## src/rtl/rename_free_list_ckpt_pkg.sv

```systemverilog
// Shared helpers for the rename free list.
//   pb_w/ab_w/cb_w/nb_w : index/count widths derived from the pool parameters
//   popcount            : set-bit count of a (zero-extended) preg vector
package rename_free_list_ckpt_pkg;

  // Widest pool popcount() accepts; narrower vectors are zero-extended.
  localparam int unsigned POP_MAX_W = 1024;

  // Index width of an n-entry space; never below 1 bit.
  function automatic int unsigned pb_w(input int unsigned n);
    return (n <= 1) ? 1 : $clog2(n);
  endfunction

  // Width able to hold the count value n itself.
  function automatic int unsigned ab_w(input int unsigned n);
    return $clog2(n + 1);
  endfunction

  function automatic int unsigned cb_w(input int unsigned n);
    return pb_w(n);
  endfunction

  function automatic int unsigned nb_w(input int unsigned n);
    return ab_w(n);
  endfunction

  function automatic int unsigned popcount(input logic [POP_MAX_W-1:0] v);
    int unsigned c;
    c = 0;
    for (int i = 0; i < POP_MAX_W; i++) c += int'(v[i]);
    return c;
  endfunction

endpackage

```

## src/rtl/rename_free_list_ckpt_pick.sv

```systemverilog
// pick_lowest_n: selects the K lowest set bits of a free vector.
//   free_i   : candidate vector
//   onehot_o : per slot one-hot mask of the selected bit (0 if none left)
//   idx_o    : per slot encoded index of that bit (0 if none left)
//   found_o  : per slot, a bit was available
// Slot k sees the vector with the bits chosen by slots 0..k-1 cleared.
module pick_lowest_n
  import rename_free_list_ckpt_pkg::*;
#(
  parameter int unsigned N  = 64,
  parameter int unsigned K  = 4,
  localparam int unsigned PB = pb_w(N)
) (
  input  logic [N-1:0]           free_i,
  output logic [K-1:0][N-1:0]    onehot_o,
  output logic [K-1:0][PB-1:0]   idx_o,
  output logic [K-1:0]           found_o
);

  always_comb begin
    logic [N-1:0] rem;
    rem      = free_i;
    onehot_o = '0;
    idx_o    = '0;
    found_o  = '0;
    for (int k = 0; k < K; k++) begin
      // two's-complement trick isolates the lowest set bit
      onehot_o[k] = rem & (~rem + N'(1));
      found_o[k]  = |rem;
      for (int i = 0; i < N; i++)
        if (onehot_o[k][i]) idx_o[k] = idx_o[k] | PB'(i);
      rem = rem & ~onehot_o[k];
    end
  end

endmodule

```

## src/rtl/rename_free_list_ckpt.sv

```systemverilog
// rename_free_list_ckpt: physical-register free list with branch checkpoints.
//   i_clk/i_rst                 clock, async active-high reset
//   i_ret_valid/i_ret_preg      up to RET_W pregs freed per cycle by commit
//   i_alloc_valid/i_alloc_count allocation request (1..ALLOC_W pregs)
//   o_alloc_ready               request accepted this cycle
//   o_alloc_vld/o_alloc_preg    registered grant, one cycle after acceptance
//   i_ckpt_take/i_ckpt_id       open a checkpoint
//   i_restore/i_restore_id      mispredict: free every preg granted since the checkpoint
//   i_ckpt_release              close checkpoints (mask)
//   o_avail_count               registered number of free pregs
//   o_err_dbl_free              sticky double-free flag
module rename_free_list_ckpt
  import rename_free_list_ckpt_pkg::*;
#(
  parameter int unsigned NUM_PREGS = 64,
  parameter int unsigned NUM_ARCH  = 32,
  parameter int unsigned ALLOC_W   = 4,
  parameter int unsigned RET_W     = 4,
  parameter int unsigned NUM_CKPT  = 4,
  localparam int unsigned PB = pb_w(NUM_PREGS),
  localparam int unsigned AB = ab_w(ALLOC_W),
  localparam int unsigned CB = cb_w(NUM_CKPT),
  localparam int unsigned NB = nb_w(NUM_PREGS)
) (
  input  logic                  i_clk,
  input  logic                  i_rst,
  input  logic [RET_W-1:0]      i_ret_valid,
  input  logic [RET_W*PB-1:0]   i_ret_preg,
  input  logic                  i_alloc_valid,
  input  logic [AB-1:0]         i_alloc_count,
  output logic                  o_alloc_ready,
  output logic [ALLOC_W-1:0]    o_alloc_vld,
  output logic [ALLOC_W*PB-1:0] o_alloc_preg,
  input  logic                  i_ckpt_take,
  input  logic [CB-1:0]         i_ckpt_id,
  input  logic                  i_restore,
  input  logic [CB-1:0]         i_restore_id,
  input  logic [NUM_CKPT-1:0]   i_ckpt_release,
  output logic [NB-1:0]         o_avail_count,
  output logic                  o_err_dbl_free
);

  typedef struct packed {
    logic                 valid;
    logic [NUM_PREGS-1:0] since;  // pregs granted after this branch
  } ckpt_t;

  function automatic logic [NUM_PREGS-1:0] reset_free();
    logic [NUM_PREGS-1:0] f;
    for (int i = 0; i < NUM_PREGS; i++) f[i] = (i >= NUM_ARCH);
    return f;
  endfunction

  logic [NUM_PREGS-1:0]        free_q, free_d;
  logic [NB-1:0]               avail_q, avail_d;
  logic [ALLOC_W-1:0]          vld_q, vld_d;
  logic [ALLOC_W-1:0][PB-1:0]  preg_q, preg_d;
  logic                        err_q, err_d;
  ckpt_t                       ckpt_q [NUM_CKPT];
  ckpt_t                       ckpt_d [NUM_CKPT];

  logic [ALLOC_W-1:0][NUM_PREGS-1:0] pick_oh;
  logic [ALLOC_W-1:0][PB-1:0]        pick_idx;
  logic [ALLOC_W-1:0]                pick_found;

  logic                 fire;
  logic [AB-1:0]        eff_cnt;
  logic [ALLOC_W-1:0]   slot_grant;
  logic [NUM_PREGS-1:0] grant_mask, ret_mask, restore_mask;
  logic                 dbl;
  logic                 take_en;

  // Selection looks only at the registered free vector, so same-cycle
  // retires can never be handed out before they are registered.
  pick_lowest_n #(.N(NUM_PREGS), .K(ALLOC_W)) u_pick (
    .free_i   (free_q),
    .onehot_o (pick_oh),
    .idx_o    (pick_idx),
    .found_o  (pick_found)
  );

  // Ready needs a full ALLOC_W worth of pregs regardless of count, which
  // keeps it a function of registered state (plus restore) only.
  assign o_alloc_ready = !i_restore && (avail_q >= NB'(ALLOC_W));
  assign fire          = i_alloc_valid && o_alloc_ready;
  assign eff_cnt       = (i_alloc_count > AB'(ALLOC_W)) ? AB'(ALLOC_W) : i_alloc_count;
  assign take_en       = i_ckpt_take && !i_restore;

  always_comb begin
    for (int k = 0; k < ALLOC_W; k++)
      slot_grant[k] = fire && (AB'(k) < eff_cnt) && pick_found[k];
  end

  always_comb begin
    grant_mask = '0;
    vld_d      = '0;
    preg_d     = '0;
    for (int k = 0; k < ALLOC_W; k++) begin
      if (slot_grant[k]) begin
        grant_mask = grant_mask | pick_oh[k];
        vld_d[k]   = 1'b1;
        preg_d[k]  = pick_idx[k];
      end
    end
  end

  // Retire decode; a preg already free, or already named by a lower slot
  // this cycle, is a double free. The bit is still marked free.
  always_comb begin
    logic [PB-1:0] p;
    p        = '0;
    ret_mask = '0;
    dbl      = 1'b0;
    for (int r = 0; r < RET_W; r++) begin
      if (i_ret_valid[r]) begin
        p = i_ret_preg[r*PB +: PB];
        if (free_q[p] || ret_mask[p]) dbl = 1'b1;
        ret_mask[p] = 1'b1;
      end
    end
  end

  assign restore_mask = i_restore ? ckpt_q[i_restore_id].since : '0;
  assign free_d       = (free_q & ~grant_mask) | ret_mask | restore_mask;
  assign avail_d      = NB'(popcount(POP_MAX_W'(free_d)));
  assign err_d        = err_q | dbl;

  // Priority (lowest to highest): accumulate grants, take, release, restore.
  // A take clears since[], so grants in its own cycle are never recorded.
  always_comb begin
    for (int j = 0; j < NUM_CKPT; j++) begin
      ckpt_d[j] = ckpt_q[j];
      if (ckpt_q[j].valid) ckpt_d[j].since = ckpt_q[j].since | grant_mask;
      if (take_en && (i_ckpt_id == CB'(j))) begin
        ckpt_d[j].valid = 1'b1;
        ckpt_d[j].since = '0;
      end
      if (i_ckpt_release[j]) begin
        ckpt_d[j].valid = 1'b0;
        ckpt_d[j].since = '0;
      end
      if (i_restore && (i_restore_id == CB'(j))) begin
        ckpt_d[j].valid = 1'b0;
        ckpt_d[j].since = '0;
      end
    end
  end

  always_ff @(posedge i_clk or posedge i_rst) begin
    if (i_rst) begin
      free_q  <= reset_free();
      avail_q <= NB'(NUM_PREGS - NUM_ARCH);
      vld_q   <= '0;
      preg_q  <= '0;
      err_q   <= 1'b0;
      for (int j = 0; j < NUM_CKPT; j++) ckpt_q[j] <= '0;
    end else begin
      free_q  <= free_d;
      avail_q <= avail_d;
      vld_q   <= vld_d;
      preg_q  <= preg_d;
      err_q   <= err_d;
      for (int j = 0; j < NUM_CKPT; j++) ckpt_q[j] <= ckpt_d[j];
    end
  end

  assign o_alloc_vld    = vld_q;
  assign o_alloc_preg   = preg_q;
  assign o_avail_count  = avail_q;
  assign o_err_dbl_free = err_q;

endmodule

```

## config.mk

```make
export PLATFORM = sky130hd
export DESIGN_NAME = rename_free_list_ckpt
export DESIGN_NICKNAME = d
export VERILOG_FILES = /design/src/rtl/rename_free_list_ckpt_pkg.sv /design/src/rtl/rename_free_list_ckpt_pick.sv /design/src/rtl/rename_free_list_ckpt.sv
export SDC_FILE = /design/constraint.sdc
export NUM_CORES = 2
export LEC_CHECK = 0
export BUFFER_PORTS_ARGS = -buffer_cell sky130_fd_sc_hd__buf_4
export CORE_MARGIN = 3
export CORE_UTILIZATION = 45
export DETAILED_ROUTE_END_ITERATION = 8
export SETUP_SLACK_MARGIN = 0.4
export SLEW_MARGIN = 20
export SYNTH_ARGS = -nofsm -noshare
export SYNTH_HDL_FRONTEND = slang
export SYNTH_HIERARCHICAL = 1
export SYNTH_SLANG_ARGS = --single-unit
```

## constraint.sdc

```tcl
create_clock -name i_clk -period 36.7 [get_ports i_clk]
set_input_delay 3.67 -clock i_clk [delete_from_list [all_inputs] [get_ports i_clk]]
set_output_delay 3.67 -clock i_clk [all_outputs]
set_load 0.05 [all_outputs]
```

# Word level (Yosys, flattened, before mapping)
# Memory sizes are Yosys's and may differ from the RTL's.
# Cells that the tools add are included.
op_classes:
  n_addsub: 67
  n_mul: 0
  div_mod_pow: 0
  order_cmp: 15
  eq_ne: 6
  n_shift: 0
  n_mux: 324
  bitwise: 30
  reduce_logical: 42
op_table:
  columns: ["op", "count"]
  rows:
  - ["64-bit 2-to-1 mux", 15]
  - ["6-bit 2-to-1 mux", 132]
  - ["65-bit 2-to-1 mux", 12]
  - ["64-bit bitwise OR", 12]
  - ["64-bit AND", 8]
  - ["64-bit inverter", 8]
  - ["7-bit by 1-bit adder with 7-bit output", 57]
  - ["5-bit 2-to-1 mux", 64]
  - ["64-bit by 1-bit adder with 64-bit output (second input constant)", 4]
  - ["64-bit OR reduction", 4]
  - ["65-bit binary-select mux with 2-bit select", 1]
  - ["4-bit 2-to-1 mux", 32]
  - ["3-bit 2-to-1 mux", 17]
  - ["1-bit binary-select mux with 6-bit select", 7]
  - ["1-bit 2-to-1 mux", 32]
  - ["6-bit by 7-bit < comparator with 1-bit output (second input constant)", 4]
  - ["1-bit demux with 6-bit select", 4]
  - ["6-bit by 1-bit greater-or-equal comparator with 1-bit output (second input constant)", 4]
  - ["1-bit logical AND", 23]
  - ["2-bit 2-to-1 mux", 8]
  - ["4-bit nonzero test", 4]
  - ["3-bit nonzero test", 4]
  - ["2-bit equality test (second input constant)", 4]
  - ["6-bit by 1-bit adder with 7-bit output", 1]
  - ["16 further kinds", 23]
word_totals:
  register_bits: 360
  latchBits: 0
  mem_bits_rw: 0
  romBits: 64
  in_bits: 44
  n_memories: 1
memory_table:
  columns: ["name", "depth", "word_bits", "rd", "rd_ports_with_merged_regs", "wr", "line", "text"]
  rows:
  - ["(name not given)", 64, 1, 1, 0, 0, "rename_free_list_ckpt.sv:117", "if (free_q[p] || ret_mask[p]) dbl = 1'b1;"]

# Longest topological paths before layout
depth:
  word_depth: 87
  mapped_depth: 49

# Cells and area by module
# The synthesis kept the hierarchy.
by_module_without_submodules:
  columns: ["module", "n_inst", "cells_each", "area_each_um2"]
  rows:
  - ["rename_free_list_ckpt", 1, 2492, 22799.4]
  - ["pick_lowest_n", 1, 1423, 8376.8]

# Worst setup path before layout
# No wires, ideal clock.
synth_timing:
  path_kind: "reg-to-reg"
  from: "reg free_q[5]"
  to: "reg avail_q[5], in the netlist o_avail_count[5]"
  setup_time_ns: 0.075
  t_arrival_ns: 12.033
  required_time_ns: 36.625
  path_slack_ns: 24.592
  stages_incl_launch_ff: 44
  period_less_slack_ns: 12.108
  path_cell_list: "dfrtp_1 buf_6 or4_4 buf_6 o41ai_2 nand2_2 nor4_4 nand4_2 buf_6 o31a_1 nor3_2 nand4_2 o41ai_4 or3b_1 nor4b_4 nand4_4 or2_0 clkbuf_2 [... 8 more ...] inv_1 fa_1 fa_1 inv_1 fa_1 inv_1 fa_1 fa_1 fa_1 inv_1 fa_1 inv_1 ha_1 a21o_1 a21oi_1 o21bai_1 a21oi_1 xor2_1"
synth_via:
  elab_chain_cells: 85
  word_cells_on_any_way: 100
  classes_between: "add/sub: 67; mux: 4; bitwise: 21; reduce/logical: 8"
synth_lines:
  columns: ["element", "line", "text"]
  rows:
  - ["from (decl)", "rename_free_list_ckpt.sv:54", "logic [NUM_PREGS-1:0] free_q, free_d;"]
  - ["from (signal assigned)", "rename_free_list_ckpt.sv:151", "free_q <= reset_free();"]
  - ["from (signal assigned)", "rename_free_list_ckpt.sv:158", "free_q <= free_d;"]
  - ["64-bit inverter", "rename_free_list_ckpt_pick.sv:28", "onehot_o[k] = rem & (~rem + N'(1));"]
  - ["64-bit by 1-bit adder with 64-bit output", "rename_free_list_ckpt_pick.sv:28", null]
  - ["64-bit AND", "rename_free_list_ckpt_pick.sv:28", null]
  - ["64-bit inverter", "rename_free_list_ckpt_pick.sv:32", "rem = rem & ~onehot_o[k];"]
  - ["64-bit AND (*)", "rename_free_list_ckpt_pick.sv:32", null]
  - ["64-bit inverter", "rename_free_list_ckpt_pick.sv:28", null]
  - ["64-bit by 1-bit adder with 64-bit output", "rename_free_list_ckpt_pick.sv:28", null]
  - ["64-bit AND", "rename_free_list_ckpt_pick.sv:28", null]
  - ["[... 8 more ...]", null, null]
  - ["net pick_found[3]", "rename_free_list_ckpt.sv:64", "logic [ALLOC_W-1:0] pick_found;"]
  - ["[... 7 more ...]", null, null]
  - ["2-bit by 1-bit adder with 3-bit output", "rename_free_list_ckpt_pkg.sv:30", "for (int i = 0; i < POP_MAX_W; i++) c += int'(v[i]);"]
  - ["3-bit by 1-bit adder with 4-bit output", "rename_free_list_ckpt_pkg.sv:30", null]
  - ["4-bit by 1-bit adder with 5-bit output", "rename_free_list_ckpt_pkg.sv:30", null]
  - ["5-bit by 1-bit adder with 6-bit output", "rename_free_list_ckpt_pkg.sv:30", null]
  - ["6-bit by 1-bit adder with 7-bit output", "rename_free_list_ckpt_pkg.sv:30", null]
  - ["7-bit by 1-bit adder with 7-bit output (56 in series)", "rename_free_list_ckpt_pkg.sv:30", null]
  - ["7-bit by 1-bit adder with 7-bit output (*)", "rename_free_list_ckpt_pkg.sv:30", null]
  - ["net avail_d[5]", "rename_free_list_ckpt.sv:55", "logic [NB-1:0] avail_q, avail_d;"]
  - ["to (signal assigned)", "rename_free_list_ckpt.sv:152", "avail_q <= NB'(NUM_PREGS - NUM_ARCH);"]
  - ["to (signal assigned)", "rename_free_list_ckpt.sv:159", "avail_q <= avail_d;"]
  - ["to (decl)", "rename_free_list_ckpt.sv:55", null]
# The timed path passes the listed nets; every way through them passes the cells marked *.
# A chain may end at the register's enable or synchronous reset.

# Worst setup path after layout
layout_timing:
  from: "reg free_q[1]"
  to: "reg avail_q[5], in the netlist o_avail_count[5]"
# Same word-level chain as after synthesis.

==> metrics <==
status complete, no violations; Static Leak 14.3 nW; unrepaired setup endpoints after global routing no; CP max stage delay 1.12 ns; family with the most delay on the worst path simple AND/OR/NAND/NOR gates; Max Clk Rate 64.0 MHz; pin count of the biggest net entering global routing 117; most frequent cell after synthesis nor2_1; DP Cell Count 4732; Synth area leader dfrtp_1; setup TNS 0 ns; hold buffer count at CTS 0; CTS tree built; Port Buffers 80; clock-pin slew on the worst setup and hold paths 0.06 ns; hold path start ckpt_q[112]; Max-Cap Viols 0; post-CTS setup buffers 0; Worst Path Class, Setup flip-flop to flip-flop; DRT Pass-1 Iters 8; I/O pin count 81; HPWL Detailed 129 mm; Hold Path Class flip-flop to flip-flop; CP Data Required Time 37.27 ns; non-filler cells, final 4824; initial antenna violation count 11; ANT nets after route 0; die area 0.0725 mm^2; post-cts resize count 0; Post-synth EDFFs 0; Relative slew margins 20.0%; Inserted Clock Buffers 44; CTS H-tree lvls 2; core box area 0.0679 mm^2; Synth top cells by count nor2_1, a21oi_1, nand2_1; worst reg2reg path depth 36; nets 3971; multi-input logic area 0.0203 mm^2; Post-Syn Area 0.0312 mm^2; CTS Sinks 360; Root Buffer clkbuf_16; Peak supply drop 0.407 mV; Cell Pwr Density 83.8 mW/mm^2; Worst-Margin Slew 1.18 ns; Synth Flop Type dfrtp_1; Synth Register Bits 360; part of the Yosys area used for sequential elements 29.0%; Rows 95; total number of vias 35300; Filler cells 6657; worst hold path cell count 2; vias in the first global route 32500; die width 269 um; share of cells above drive strength 1 12.5%; Final Hold Fails 0; first-pass GRT wire length 244 mm; FF/Latch Area 0.00905 mm^2; vias per inst 7.31; initial core utilization 45.9%; Yosys top cell area share 26.2%; most used cell, CP fa_1; YS warnings 6; crit-path max FO 49; grt total ovfl 0; DRC 0; R2R Path Start free_q[1]; Area contributors post-synth dfrtp_1, a21oi_1, mux4_2; Longest Clk Path Bufs 3; fin crit share 42.6%; cell count along the critical path 36; Synth async-reset ratio 100%; Total Power 2.86 mW; GRT Total Usage 46.0%; area delta synth->final 9.57%; initial drt markers 6186; Syn Inst Count 3915; total wire length 173 mm; # setup viols final 0; CP endpoint kind flip-flop; library cells used by synthesis 108; CP max stage cell nor4_2; GP Congestion 1.13; post-synthesis area per instance 7.96 um^2; Worst Path Buf+Inv 4; Die Ht 269 um; Avg WL per Cell 35.9 um; Tmin final 15.63 ns; Clock Latency Late Sink 0.65 ns; worst endpoint data arrival time 16.20 ns; worst setup path start free_q[1]; CP Launch Type flip-flop; Final Max Tran Viols 0; Clock Skews 0.0709 ns
==> cell usage in the layout (no fill, tap or decap), drive strengths merged, types with 17 or more instances in the layout <==
| cell | n |
|---|---|
| nor3b | 19 |
| clkbuf | 58 |
| dfstp | 33 |
| o41ai | 18 |
| nor2 | 506 |
| o31ai | 27 |
| o211ai | 22 |
| o21ai | 111 |
| nand3 | 106 |
| nand2b | 18 |
| or2 | 24 |
| fa | 54 |
| dfrtp | 327 |
| mux2i | 34 |
| xnor2 | 17 |
| mux4 | 85 |
| or4 | 40 |
| nor3 | 151 |
| a211oi | 23 |
| nand2 | 406 |
| a22oi | 156 |
| a21boi | 18 |
| nor4 | 102 |
| a221oi | 24 |
| o22ai | 67 |
| a31oi | 38 |
| nor4b | 17 |
| a21oi | 424 |
| or3 | 38 |
| o2111a | 20 |
| buf | 159 |
| o2111ai | 29 |
| inv | 219 |
| o21a | 22 |
| and2 | 67 |
| and3 | 46 |
| nand4 | 66 |
| nor2b | 36 |
==> worst paths after layout <==
kind | to | slack, ns
setup / recovery | o_avail_count[5] | 21.07
hold / removal | ckpt_q[112] | 0.49
setup reg to reg | o_avail_count[5] | 21.07
hold reg to reg | ckpt_q[112] | 0.49
max in group asynchronous | ckpt_q[251] | 31.14
min in group asynchronous | ckpt_q[142] | 3.19
==> worst reg2reg max path: cells and delay by family, from the launching register on <==
| family | cells | cell delay, ns |
|---|---|---|
| buffers and inverters | 4 | 0.66 |
| flip-flops | 1 | 0.68 |
| adder cells (fa/ha/maj) | 9 | 4.41 |
| AO/OA/AOI/OAI | 10 | 3.10 |
| XOR/XNOR | 1 | 0.18 |
| AND/OR/NAND/NOR | 12 | 6.54 |
==> state kept, by name, indices dropped and copies added (netlist names) <==
register        flops
o_avail_count       7
ckpt_q            260
o_err_dbl_free      1
free_q             64
o_alloc_preg       24
o_alloc_vld         4
==> power by group <==
part / total [mW] / internal [mW] / switching [mW]
clock network: 0.487 / 0.281 / 0.206
registers: 0.509 / 0.453 / 0.0555
logic: 1.87 / 0.717 / 1.15
==> layout make-up <==
class,count,area share [%]
clock buffer,57,3.57
inverter,218,2.42
timing repair buffer,160,3.52
tap,921,3.37
multi-input combinational,3074,59.5
sequential,360,26.5
clock inverter,25,1.08
antenna,9,0.0659
==> logic make-up (layout without fill, tap and decap cells) <==
group,Yosys count,count (layout),synth area share (%)
other cells,1,15,0.0120
mux,129,129,7.59
flops,360,360,29.0
xor+xnor,26,26,0.730
fa+ha+maj,75,75,4.26
simple gates,1716,1716,27.8
compound gates,1122,1122,24.1
buf+inv,486,460,6.39
==> metal layers <==
layer	up-vias	global-route usage, %	share of wire, %
met5	-	0	0.022
met4	6	30.0	8.6
met3	664	16.4	15
met2	3034	65.9	41
met1	17200	58.6	36
li1	14400	-	-
==> stage by stage <==
stage                     hold slack, ns  worst slack, ns  utilization [%]  instance area [um^2]
after floorplan                    0.457            23.09                -                 31200
after global placement             0.468            21.48             47.9                 32500
after detailed placement           0.478            20.95             47.9                 32500
after CTS                          0.492            21.00             50.2                 34100
after global routing               0.505            20.34             50.3                 34100
final                              0.490            21.07             50.3                 34200
Note: power is estimated with default switching activity, not from simulation.
